<file path="src/rtl/vga_image_reader_if.sv">
// Signal bundle between the scan-out stage, the image RAM read port and the VGA connector.
// The reader is the master; the RAM model / monitor side is the slave.
interface vga_image_reader_if #(
  parameter int AddressWidth = 14,
  parameter int DataWidth    = 8
);
  logic                    ram_rw;
  logic [AddressWidth-1:0] ram_addr;
  logic [DataWidth-1:0]    ram_data;
  logic [2:0]              red;
  logic [2:0]              green;
  logic [1:0]              blue;
  logic                    hsync;
  logic                    vsync;
  logic                    de;
  logic                    frame_start;

  modport master (
    output ram_rw, ram_addr, red, green, blue, hsync, vsync, de, frame_start,
    input  ram_data
  );

  modport slave (
    input  ram_rw, ram_addr, red, green, blue, hsync, vsync, de, frame_start,
    output ram_data
  );
endinterface

</file>
<file path="src/rtl/vga_image_reader.sv">
// VGA scan-out stage: raster counters, image RAM address generation and a 3-stage
// pipeline that keeps colour, syncs, de and frame_start aligned at the pins.
module vga_image_reader #(
  parameter int         AddressWidth = 14,
  parameter int         DataWidth    = 8,
  parameter int         ImgWidth     = 128,
  parameter int         ImgHeight    = 128,
  parameter int         XOffset      = 256,
  parameter int         YOffset      = 176,
  parameter logic [7:0] BgColor      = 8'h00,
  parameter int         HVisible     = 640,
  parameter int         HFront       = 16,
  parameter int         HSync        = 96,
  parameter int         HBack        = 48,
  parameter int         VVisible     = 480,
  parameter int         VFront       = 10,
  parameter int         VSync        = 2,
  parameter int         VBack        = 33
) (
  input  logic                clk,
  input  logic                rst_n,
  vga_image_reader_if.master  bus
);
  localparam int HTotal = HVisible + HFront + HSync + HBack;
  localparam int VTotal = VVisible + VFront + VSync + VBack;
  localparam int HW     = $clog2(HTotal);
  localparam int VW     = $clog2(VTotal);

  localparam logic [HW-1:0] HLast   = HW'(HTotal - 1);
  localparam logic [VW-1:0] VLast   = VW'(VTotal - 1);
  localparam logic [31:0]   HVis    = 32'(HVisible);
  localparam logic [31:0]   VVis    = 32'(VVisible);
  localparam logic [31:0]   HSyncLo = 32'(HVisible + HFront);
  localparam logic [31:0]   HSyncHi = 32'(HVisible + HFront + HSync);
  localparam logic [31:0]   VSyncLo = 32'(VVisible + VFront);
  localparam logic [31:0]   VSyncHi = 32'(VVisible + VFront + VSync);
  localparam logic [31:0]   XLo     = 32'(XOffset);
  localparam logic [31:0]   XHi     = 32'(XOffset + ImgWidth);
  localparam logic [31:0]   YLo     = 32'(YOffset);
  localparam logic [31:0]   YHi     = 32'(YOffset + ImgHeight);

  // Flag bit order inside the pipeline words.
  localparam int FVis = 0, FImg = 1, FHs = 2, FVs = 3, FFs = 4;

  logic [HW-1:0]           h_reg;
  logic [VW-1:0]           v_reg;
  logic [AddressWidth-1:0] idx_reg;
  logic [AddressWidth-1:0] addr_reg;
  logic [4:0]              s1_flags_reg;
  logic [4:0]              s2_flags_reg;
  logic [31:0]             hx;
  logic [31:0]             vx;
  logic [4:0]              flags_now;
  logic                    first;
  logic                    in_img;
  logic                    frame_wrap;
  logic [7:0]              pix;

  assign hx = 32'(h_reg);
  assign vx = 32'(v_reg);

  always_comb begin
    first      = (h_reg == '0) && (v_reg == '0);
    frame_wrap = (h_reg == HLast) && (v_reg == VLast);
    in_img     = (hx >= XLo) && (hx < XHi) && (vx >= YLo) && (vx < YHi);
    flags_now        = '0;
    flags_now[FVis]  = (hx < HVis) && (vx < VVis);
    flags_now[FImg]  = in_img;
    flags_now[FHs]   = (hx >= HSyncLo) && (hx < HSyncHi);
    flags_now[FVs]   = (vx >= VSyncLo) && (vx < VSyncHi);
    flags_now[FFs]   = first;
  end

  // ram_data belongs to the pixel whose flags sit in stage 2.
  always_comb begin
    pix = 8'h00;
    if (s2_flags_reg[FImg])
      pix = bus.ram_data;
    else if (s2_flags_reg[FVis])
      pix = BgColor;
  end

  assign bus.ram_rw   = 1'b1;
  assign bus.ram_addr = addr_reg;

  always_ff @(posedge clk or negedge rst_n) begin
    if (!rst_n) begin
      h_reg           <= '0;
      v_reg           <= '0;
      idx_reg         <= '0;
      addr_reg        <= '0;
      s1_flags_reg    <= '0;
      s2_flags_reg    <= '0;
      bus.red         <= '0;
      bus.green       <= '0;
      bus.blue        <= '0;
      bus.hsync       <= 1'b1;
      bus.vsync       <= 1'b1;
      bus.de          <= 1'b0;
      bus.frame_start <= 1'b0;
    end else begin
      if (h_reg == HLast) begin
        h_reg <= '0;
        v_reg <= (v_reg == VLast) ? '0 : v_reg + VW'(1);
      end else begin
        h_reg <= h_reg + HW'(1);
      end

      // Running count of image pixels this frame; wraps naturally at 2**AddressWidth.
      if (frame_wrap)
        idx_reg <= '0;
      else if (in_img)
        idx_reg <= idx_reg + AddressWidth'(1);

      if (first || in_img)
        addr_reg <= idx_reg;

      s1_flags_reg <= flags_now;
      s2_flags_reg <= s1_flags_reg;

      bus.red         <= pix[7:5];
      bus.green       <= pix[4:2];
      bus.blue        <= pix[1:0];
      bus.hsync       <= ~s2_flags_reg[FHs];
      bus.vsync       <= ~s2_flags_reg[FVs];
      bus.de          <= s2_flags_reg[FVis];
      bus.frame_start <= s2_flags_reg[FFs];
    end
  end
endmodule
</file>
<file path="src/flat_wrapper.sv">
// flat-port wrapper written by rule: the top's interface ports become plain ports
module vga_image_reader_flat 
#(
  parameter int         AddressWidth = 14,
  parameter int         DataWidth    = 8,
  parameter int         ImgWidth     = 128,
  parameter int         ImgHeight    = 128,
  parameter int         XOffset      = 256,
  parameter int         YOffset      = 176,
  parameter logic [7:0] BgColor      = 8'h00,
  parameter int         HVisible     = 640,
  parameter int         HFront       = 16,
  parameter int         HSync        = 96,
  parameter int         HBack        = 48,
  parameter int         VVisible     = 480,
  parameter int         VFront       = 10,
  parameter int         VSync        = 2,
  parameter int         VBack        = 33
)
  (clk, rst_n, bus_ram_rw, bus_ram_addr, bus_red, bus_green, bus_blue, bus_hsync, bus_vsync, bus_de, bus_frame_start, bus_ram_data);
  vga_image_reader_if #(.AddressWidth(AddressWidth), .DataWidth(DataWidth)) bus_i ();
  input  logic clk;
  input  logic rst_n;
  output wire logic [$bits(bus_i.ram_rw)-1:0] bus_ram_rw;
  output wire logic [$bits(bus_i.ram_addr)-1:0] bus_ram_addr;
  output wire logic [$bits(bus_i.red)-1:0] bus_red;
  output wire logic [$bits(bus_i.green)-1:0] bus_green;
  output wire logic [$bits(bus_i.blue)-1:0] bus_blue;
  output wire logic [$bits(bus_i.hsync)-1:0] bus_hsync;
  output wire logic [$bits(bus_i.vsync)-1:0] bus_vsync;
  output wire logic [$bits(bus_i.de)-1:0] bus_de;
  output wire logic [$bits(bus_i.frame_start)-1:0] bus_frame_start;
  input wire logic [$bits(bus_i.ram_data)-1:0] bus_ram_data;
  assign bus_ram_rw = bus_i.ram_rw;
  assign bus_ram_addr = bus_i.ram_addr;
  assign bus_red = bus_i.red;
  assign bus_green = bus_i.green;
  assign bus_blue = bus_i.blue;
  assign bus_hsync = bus_i.hsync;
  assign bus_vsync = bus_i.vsync;
  assign bus_de = bus_i.de;
  assign bus_frame_start = bus_i.frame_start;
  assign bus_i.ram_data = bus_ram_data;
  vga_image_reader #(.AddressWidth(AddressWidth), .DataWidth(DataWidth), .ImgWidth(ImgWidth), .ImgHeight(ImgHeight), .XOffset(XOffset), .YOffset(YOffset), .BgColor(BgColor), .HVisible(HVisible), .HFront(HFront), .HSync(HSync), .HBack(HBack), .VVisible(VVisible), .VFront(VFront), .VSync(VSync), .VBack(VBack)) u_core (.clk(clk), .rst_n(rst_n), .bus(bus_i));
endmodule
</file>
<file path="config.mk">
export PLATFORM = sky130hd
export DESIGN_NAME = vga_image_reader_flat
export DESIGN_NICKNAME = d
export VERILOG_FILES = /design/src/rtl/vga_image_reader_if.sv /design/src/rtl/vga_image_reader.sv /design/src/flat_wrapper.sv
export SDC_FILE = /design/constraint.sdc
export NUM_CORES = 1
export LEC_CHECK = 0
export BUFFER_PORTS_ARGS = -buffer_cell sky130_fd_sc_hd__buf_2
export CAP_MARGIN = 20
export CORE_MARGIN = 2
export CORE_UTILIZATION = 25
export CTS_BUF_LIST = sky130_fd_sc_hd__clkbuf_8
export DETAILED_ROUTE_END_ITERATION = 6
export PLACE_DENSITY_LB_ADDON = 0.15
export SYNTH_ARGS = -nofsm -noshare
export SYNTH_HDL_FRONTEND = slang
export SYNTH_SLANG_ARGS = --single-unit
</file>
<file path="constraint.sdc">
create_clock -name clk -period 5.7 [get_ports clk]
set_clock_uncertainty 0.2 [all_clocks]
set_input_delay 0.285 -clock clk [delete_from_list [all_inputs] [get_ports clk]]
set_output_delay 0.285 -clock clk [all_outputs]
set_load 0.03 [all_outputs]
</file>
# After elaboration in Yosys (flattened, before gate mapping)
# Cells that the tools add are included.
# W data, S select, Z words.
[classes]
n_addsub = 3
mul = 0
div = 0
n_lt_le_gt_ge = 10
eq_ne = 2
n_shift = 0
muxes = 5
bitwise = 2
reduce_logical = 12
[op_table]
columns = ["cell", "n"]
rows = [
  ["$lt A10 B9 Y1 const B", 4],
  ["$mux W14", 2],
  ["$add A10 B1 Y10 const B", 2],
  ["$eq A10 B10 Y1 const B", 2],
  ["$ge A10 B9 Y1 const B", 2],
  ["$logic_not A10 Y1", 2],
  ["$lt A10 B10 Y1 const B", 2],
  ["$mux W10", 2],
  ["$add A14 B1 Y14 const B", 1],
  ["$ge A10 B10 Y1 const B", 1],
  ["$ge A10 B8 Y1 const B", 1],
  ["$logic_and A1 B1 Y1", 8],
  ["$mux W8", 1],
  ["$not A1 Y1", 2],
  ["$reduce_bool A2 Y1", 1],
  ["$logic_or A1 B1 Y1", 1],
]
[word_totals]
regBits = 70
latchBits = 0
ram_bits = 0
mem_bits_ro = 0
in_bits = 10
out_inout_bits = 27
elab_cells = 47
mem_count = 0

# Longest topological paths before layout
# Gate-level depths: netlist of the first run.
[depth]
depth_word = 6
ltp_mapped = 8
mapped_depth_nobuf = 7

# Worst setup path before layout of the first run
# No wires, ideal clock.
[synth_timing]
path_type = "flip-flop to flip-flop"
start = "register u_core.v_reg[0]"
end = "register u_core.addr_reg[10] (netlist: u_core.bus.ram_addr[10])"
setup_time_ns = 0.125
arrival_ns = 1.853
path_slack_ns = 3.522
path_stages_with_launch = 9
path_buffers = 1
period_less_slack_ns = 2.178
cell_sequence = "dfrtp_1 -> inv_1 -> ha_1 -> or4b_4 -> nor3_2 -> and4_1 -> nor2_2 -> buf_6 -> mux2_4"
[synth_via]
word_cells_on_any_way = 7
classes_between = "order compare (2); reduce/logical (5)"
[synth_lines]
columns = ["item", "line_no", "text"]
rows = [
  ["from (decl)", "vga_image_reader.sv:46", "logic [VW-1:0] v_reg;"],
  ["from (signal assigned)", "vga_image_reader.sv:104", "v_reg <= (v_reg == VLast) ? '0 : v_reg + VW'(1);"],
  ["$logic_not A10 Y1", "vga_image_reader.sv:63", "first = (h_reg == '0) && (v_reg == '0);"],
  ["$logic_and A1 B1 Y1", "vga_image_reader.sv:63", ""],
  ["via u_core.first", "vga_image_reader.sv:54", "logic first;"],
  ["$logic_or A1 B1 Y1", "vga_image_reader.sv:115", "if (first || in_img)"],
  ["to (signal assigned)", "vga_image_reader.sv:116", "addr_reg <= idx_reg;"],
  ["to (decl)", "vga_image_reader.sv:48", "logic [AddressWidth-1:0] addr_reg;"],
]
# The timed path passes the listed nets, and every way through them passes these cells.
# A chain may end at the register's enable or synchronous reset.

# Worst setup path in the final report of the first run
[layout_timing]
start = "register u_core.v_reg[6]"
end = "register u_core.addr_reg[2] (netlist: u_core.bus.ram_addr[2])"
[layout_via]
elab_chain_len = 4
word_cells_on_any_way = 7
classes_between = "order compare (2); reduce/logical (5)"
[layout_lines]
columns = ["item", "line_no", "text"]
rows = [
  ["$ge A10 B8 Y1", "vga_image_reader.sv:65", "in_img = (hx >= XLo) && (hx < XHi) && (vx >= YLo) && (vx < YHi);"],
  ["$logic_and A1 B1 Y1", "vga_image_reader.sv:65", ""],
  ["$logic_and A1 B1 Y1 (*)", "vga_image_reader.sv:65", ""],
  ["via u_core.flags_now[1]", "vga_image_reader.sv:53", "logic [4:0] flags_now;"],
  ["$logic_or A1 B1 Y1 (*)", "vga_image_reader.sv:115", ""],
]
# Mark *: on every way through the listed nets, which the timed path passes. The rest lies on a longest branch.

==> impl_metrics.ini, run 1 <==
[route]
postRouteAntennaNets = 0
wl_per_cell_um = 12.8
first_iter_violations = 80
avgViaCountPerCell = 4.14
wl_um = 6180
drc_errors = 0
vias = 2002
dr.pass1.iters = 4

[floorplanning]
die_x_um = 116
rows = 41
start_util_pct = 25.4
coreArea_um2 = 12500
ioPinCount = 37
fp.dieH_um = 116
die_area_um2 = 13600

[sta]
finalSetupViolations = 0
fin_setup_tns_ns = 0
drv_slew = 0
rsz0062_at_grt = false
tightest_slew_ns = 0.979
max_slew_margin_pct = 34.6
finalHoldViolations = 0
min_period_ns = 2.87
fmax_ghz = 0.348
fin_ws_ns = 2.83
timing.final.crit_share_pct = 50.3

[power_and_ir_drop]
finalPower_uw = 923
max-vdd-ir-drop_mv = 0.0806
p_leak_uw = 0.00172
power.density_nw_per_um2 = 245

[synth]
synth_seq_cells = 70
synth.largest_area_cell = dfrtp_1
synth_mux_area_share_pct = 7.12
yosys-top-cells-count = 68 x dfrtp_1, 27 x nor2_1, 20 x xnor2_1
synth_warnings = 0
yosys.area_share.adder_pct = 1.98
ys.flop_type = dfrtp_1
synthArstFlopShare_pct = 100
synth-seq-area-share_pct = 55.5
synthSimpleGateAreaFrac_pct = 16.5
syn_inst = 263
synth_top_family_by_area = simple AND/OR/NAND/NOR gates
synth_compound_area_share_pct = 8.39
synth-edff-count = 0
post-synth-top-count-cell = dfrtp_1
netlist_area_um2 = 3160
yosysTopAreaCellShare_pct = 53.8
syn_nets = 278
synth_xor_area_share_pct = 6.37
synth_cell_types = 43
syn_avg_cell_area_um2 = 12.0
netlist_top_cells_area = dfrtp_1 54%, xnor2_1 5.5%, mux2_4 4.7%, nor2_1 3.2%, a2111oi_2 2.4%

[grt]
grt_max_degree = 71
track_usage_pct = 10.0
grt_pass1_wl_um = 10200
overflow = 0
first_global_vias = 1997
antenna_found_initial = 0

[final_layout]
final_cells = 483
nets = 321
n_antenna_cell = 0
syn_to_final_growth_pct = 19.0
drive_above_1_share_pct = 26.0
post-route-cell-area_um2 = 3760

[worst_setup_path]
critical_path_buf_inv_count = 0
cp_max_fo = 14
path_cells = nor2_1 -> a211o_1 -> a21oi_4 -> nor2_2 -> mux2_2
end_kind = register
max_stage_delay_ns = 0.80
start_kind = register
crit_family = simple AND/OR/NAND/NOR gates
cp_slowest_cell = nor2_2
worstPathRequired_ns = 5.73
worstSetupPathType = register to register
critPathArrivalTime_ns = 2.90

[min_path]
hold_class = register to register

[clock_network]
worstSkewPairLatency_ns = 0.35
postCtsSetupBuffers = 0
cts.sinks = 70
htree_levels = 3
clkTransAtPathRegs_ns = 0.07
cts_made_buffers = 9
cts_tree = built
clk_path_buf_depth = 2
cts_root_buffer = clkbuf_8
cts-resized-gates = 0

[placement]
port_buffers = 35
globalplace.congestion = 0.740
pre_cts_ws_ns = 2.78
hpwl_um = 4060
placed_area_um2 = 3470
dp_cells = 458

[flow_run]
max_cap_viol_count = 0

[run_status]
status = completed
[path summary, 6_finish.rpt]
check / start / to / slack (ns) / depth (start not counted)
worst max-delay path: u_core.v_reg[6] / u_core.bus.ram_addr[2] / 2.83 / 5
min in group asynchronous: rst_n / u_core.h_reg[0] / 0.45 / 3
worst max register to register: u_core.v_reg[6] / u_core.bus.ram_addr[2] / 2.83 / 5
max in group asynchronous: rst_n / u_core.idx_reg[4] / 4.24 / 3
worst min register to register: u_core.s2_flags_reg[0] / u_core.bus.de / 0.15 / 0
worst min-delay path: u_core.s2_flags_reg[0] / u_core.bus.de / 0.15 / 0
[repair_timing]
action | 4_1_cts | 5_1_grt
endpoints found under the setup margin | 0 | 0
hold buffers | 9 | 0
hold endpoints to repair | 45 | 0
[metrics by stage]
step | utilization, % | hold slack (ns)
after floorplan | - | -0.211
final | 30.2 | 0.150
after global routing | 30.2 | 0.164
after global placement | 27.9 | 0.133
after CTS | 30.2 | 0.151
after detailed placement | 27.9 | 0.136
[layout by cell type (no fill, tap or decap), types with 8 or more instances in the layout]
cell           synthesis  layout
dfrtp_1               68      68
buf_2                  4      35
nor2_1                27      27
xnor2_1               20      20
nand2_1               17      17
clkbuf_8               0      11
inv_1                  9      10
nand3_1               10      10
mux2_4                10      10
and2_1                 9       9
dlygate4sd3_1          0       9
o21ai_0                8       8
[kinds of logic (layout without fill, tap and decap cells)]
group / count (synthesis) / after routing
DFF: 70 / 70
adders and majority gates: 5 / 5
muxes: 17 / 17
buffers and inverters: 23 / 71
AOI/OAI and AO/OA: 27 / 27
and+or+nand+nor: 97 / 97
xor gates and xnor gates: 23 / 23
other: 1 / 1
[layer usage]
metal,vias up,track usage [%],wire [um]
li1,991,-,-
met1,952,13.6,3210
met2,44,14.4,2540
met3,15,2.75,261
met4,0,5.87,164
met5,-,0,0
[power breakdown]
part	switching (uW)	internal (uW)	leakage [uW]
registers	0	496	0.000941
logic	11.7	6.55	0.000671
clock network	186	222	0.000110
total	198	725	0.00172
[final cells by class]
class,count,area (um2)
clock buffers,11,151
repair buffers,46,280
clock inverters,5,48.8
inverters,9,33.8
multi-input cells,170,1280
fillers,1299,8700
flip-flops and latches,70,1750
well taps,172,215
(Power assumes the default switching activity.)
==> run 2, diff against run 1 <==
- clock period: 5.7 -> 2.6 ns (I/O delays scaled with it)
==> run 2 against run 1 <==
Net effect: clock power grew 140%; clock-buffer cell count is 2 lower; global-route usage rose by 0.23 points; core utilization grew 0.98 points; final area increased by 3.3%; sequential power rose by 120%; fmax is 25% higher; non-clock buffer count rose by 11; critical path type unchanged; die area did not move; largest power group unchanged; worst setup slack lost 2.5 ns.
==> impl_metrics.ini, run 2 (synthesized netlist as in run 1, its figures left out) <==
[worst_setup_path]
cp_max_fo = 14
path_cells = inv_1 -> ha_1 -> or4b_4 -> nor3_2 -> and4_1 -> nor2_4 -> mux2_4
cp_slowest_cell = or4b_4
crit_start = u_core.v_reg[0]
end_kind = register
worstPathRequired_ns = 2.64
critPathArrivalTime_ns = 2.33
start_kind = register
worstSetupPathType = register to register
reg2reg_from = u_core.v_reg[0]
r2r_setup_slack_ns = 0.31
rr_endpoint = u_core.bus.ram_addr[3]
max_stage_delay_ns = 0.47
reg2regPathDepth = 7

[min_path]
hold_start = u_core.s2_flags_reg[2]
min_delay_worst_endpoint = u_core.bus.hsync
hold_class = register to register
hold_depth = 1

[floorplanning]
rows = 41
coreArea_um2 = 12500
start_util_pct = 25.4
die_area_um2 = 13600
ioPinCount = 37
fp.dieH_um = 116
die_x_um = 116

[sta]
timing.final.crit_share_pct = 88.1
max_slew_margin_pct = 46.9
fin_setup_tns_ns = 0
fmax_ghz = 0.437
rsz0062_at_grt = false
min_period_ns = 2.29
finalHoldViolations = 0
finalSetupViolations = 0
tightest_slew_ns = 0.796
drv_slew = 0

[clock_network]
clk_path_buf_depth = 2
cts_made_buffers = 9
postCtsSetupBuffers = 0
cts_root_buffer = clkbuf_8
worstSkewPairLatency_ns = 0.36
cts.sinks = 70
clkTransAtPathRegs_ns = 0.09
htree_levels = 3
cts_tree = built

[final_layout]
syn_to_final_growth_pct = 22.9
nets = 332
fin_util_pct = 31.2
final_cell_mix = 68 x dfrtp_1, 35 x buf_2, 27 x nor2_1
drive_above_1_share_pct = 28.9
fillCellCount = 1282
n_antenna_cell = 0
final_common_cell = dfrtp_1

[placement]
port_buffers = 35
globalplace.congestion = 0.738
hpwl_um = 4320

[grt]
track_usage_pct = 10.3
antenna_found_initial = 0
grt_max_degree = 33
overflow = 0
first_global_vias = 2056
grt_pass1_wl_um = 10600

[route]
wl_um = 6350
wl_per_cell_um = 12.8
first_iter_violations = 106
postRouteAntennaNets = 0
dr.pass1.iters = 4
drc_errors = 0
vias = 2059
avgViaCountPerCell = 4.17

[power_and_ir_drop]
power.density_nw_per_um2 = 543
max-vdd-ir-drop_mv = 0.223
p_leak_uw = 0.00178

[flow_run]
max_cap_viol_count = 0

[run_status]
status = completed
run 2: cell types whose count changed in the layout (fill, tap and decap cells not counted), moves of 2 or more:
cell      delta
clkinv_2     -2
buf_4       +10
clkinv_4     +3
clkbuf_8     -2
run 2: what timing repair did:
action | CTS | global route
hold endpoints to repair | 38 | 0
setup endpoints to repair | 4 | 0
gates resized for setup | 1 | 0
hold buffers | 9 | 0
run 2: per-stage QoR:
step	std cells	power [uW]	instance area [um2]	hold slack, ns	worst slack, ns
after floorplan	263	1110	3160	-0.366	0.422
after global placement	469	1150	3570	0.0615	0.0691
after detailed placement	469	1150	3570	0.0711	0.00478
after CTS	494	2160	3880	0.154	0.280
after global routing	494	2200	3880	0.162	0.162
final	494	2110	3880	0.151	0.309
run 2: how the worst max path moves through the flow:
| stage | cells after the start | endpoint |
|---|---|---|
| final | 7 | u_core.bus.ram_addr[3] |
| after global routing | 7 | u_core.bus.ram_addr[6] |
| after CTS | 7 | u_core.bus.ram_addr[3] |
| after detailed placement | 7 | u_core.bus.ram_addr[13] |
| after global placement | 7 | u_core.bus.ram_addr[2] |
| after floorplan | 8 | u_core.bus.ram_addr[10] |
run 2: worst max-delay path: cells and delay by family (launching register included):
kind                       cells  cell delay [ns]
adders and majority gates      1             0.14
muxes                          1             0.32
DFF                            1             0.41
and+or+nand+nor                4             1.01
buffers and inverters          1             0.10
run 2: metal layers:
layer  part of all wire (%)  track usage [%]  vias to the layer above
met2                     42             14.3                       52
met5                      0                0                        -
met4                    2.5             5.71                        0
met1                     51             14.2                      976
met3                    4.5             3.01                       12
li1                       -                -                     1019
run 2: area by class of cell:
type                            instances  area [um2]  share of cell area [%]
Tap cell                              172         215                    5.54
Timing Repair Buffer                   57         375                    9.66
Clock buffer                            9         124                    3.19
Inverter                                9        33.8                   0.870
Sequential cell                        70        1750                    45.2
Clock inverter                          7        98.8                    2.54
Multi-Input combinational cell        170        1280                    33.0
run 2: where the power goes:
group	internal, uW	switching [uW]
combinational	17.4	27.2
sequential	1090	0
clock	543	435
total	1650	462
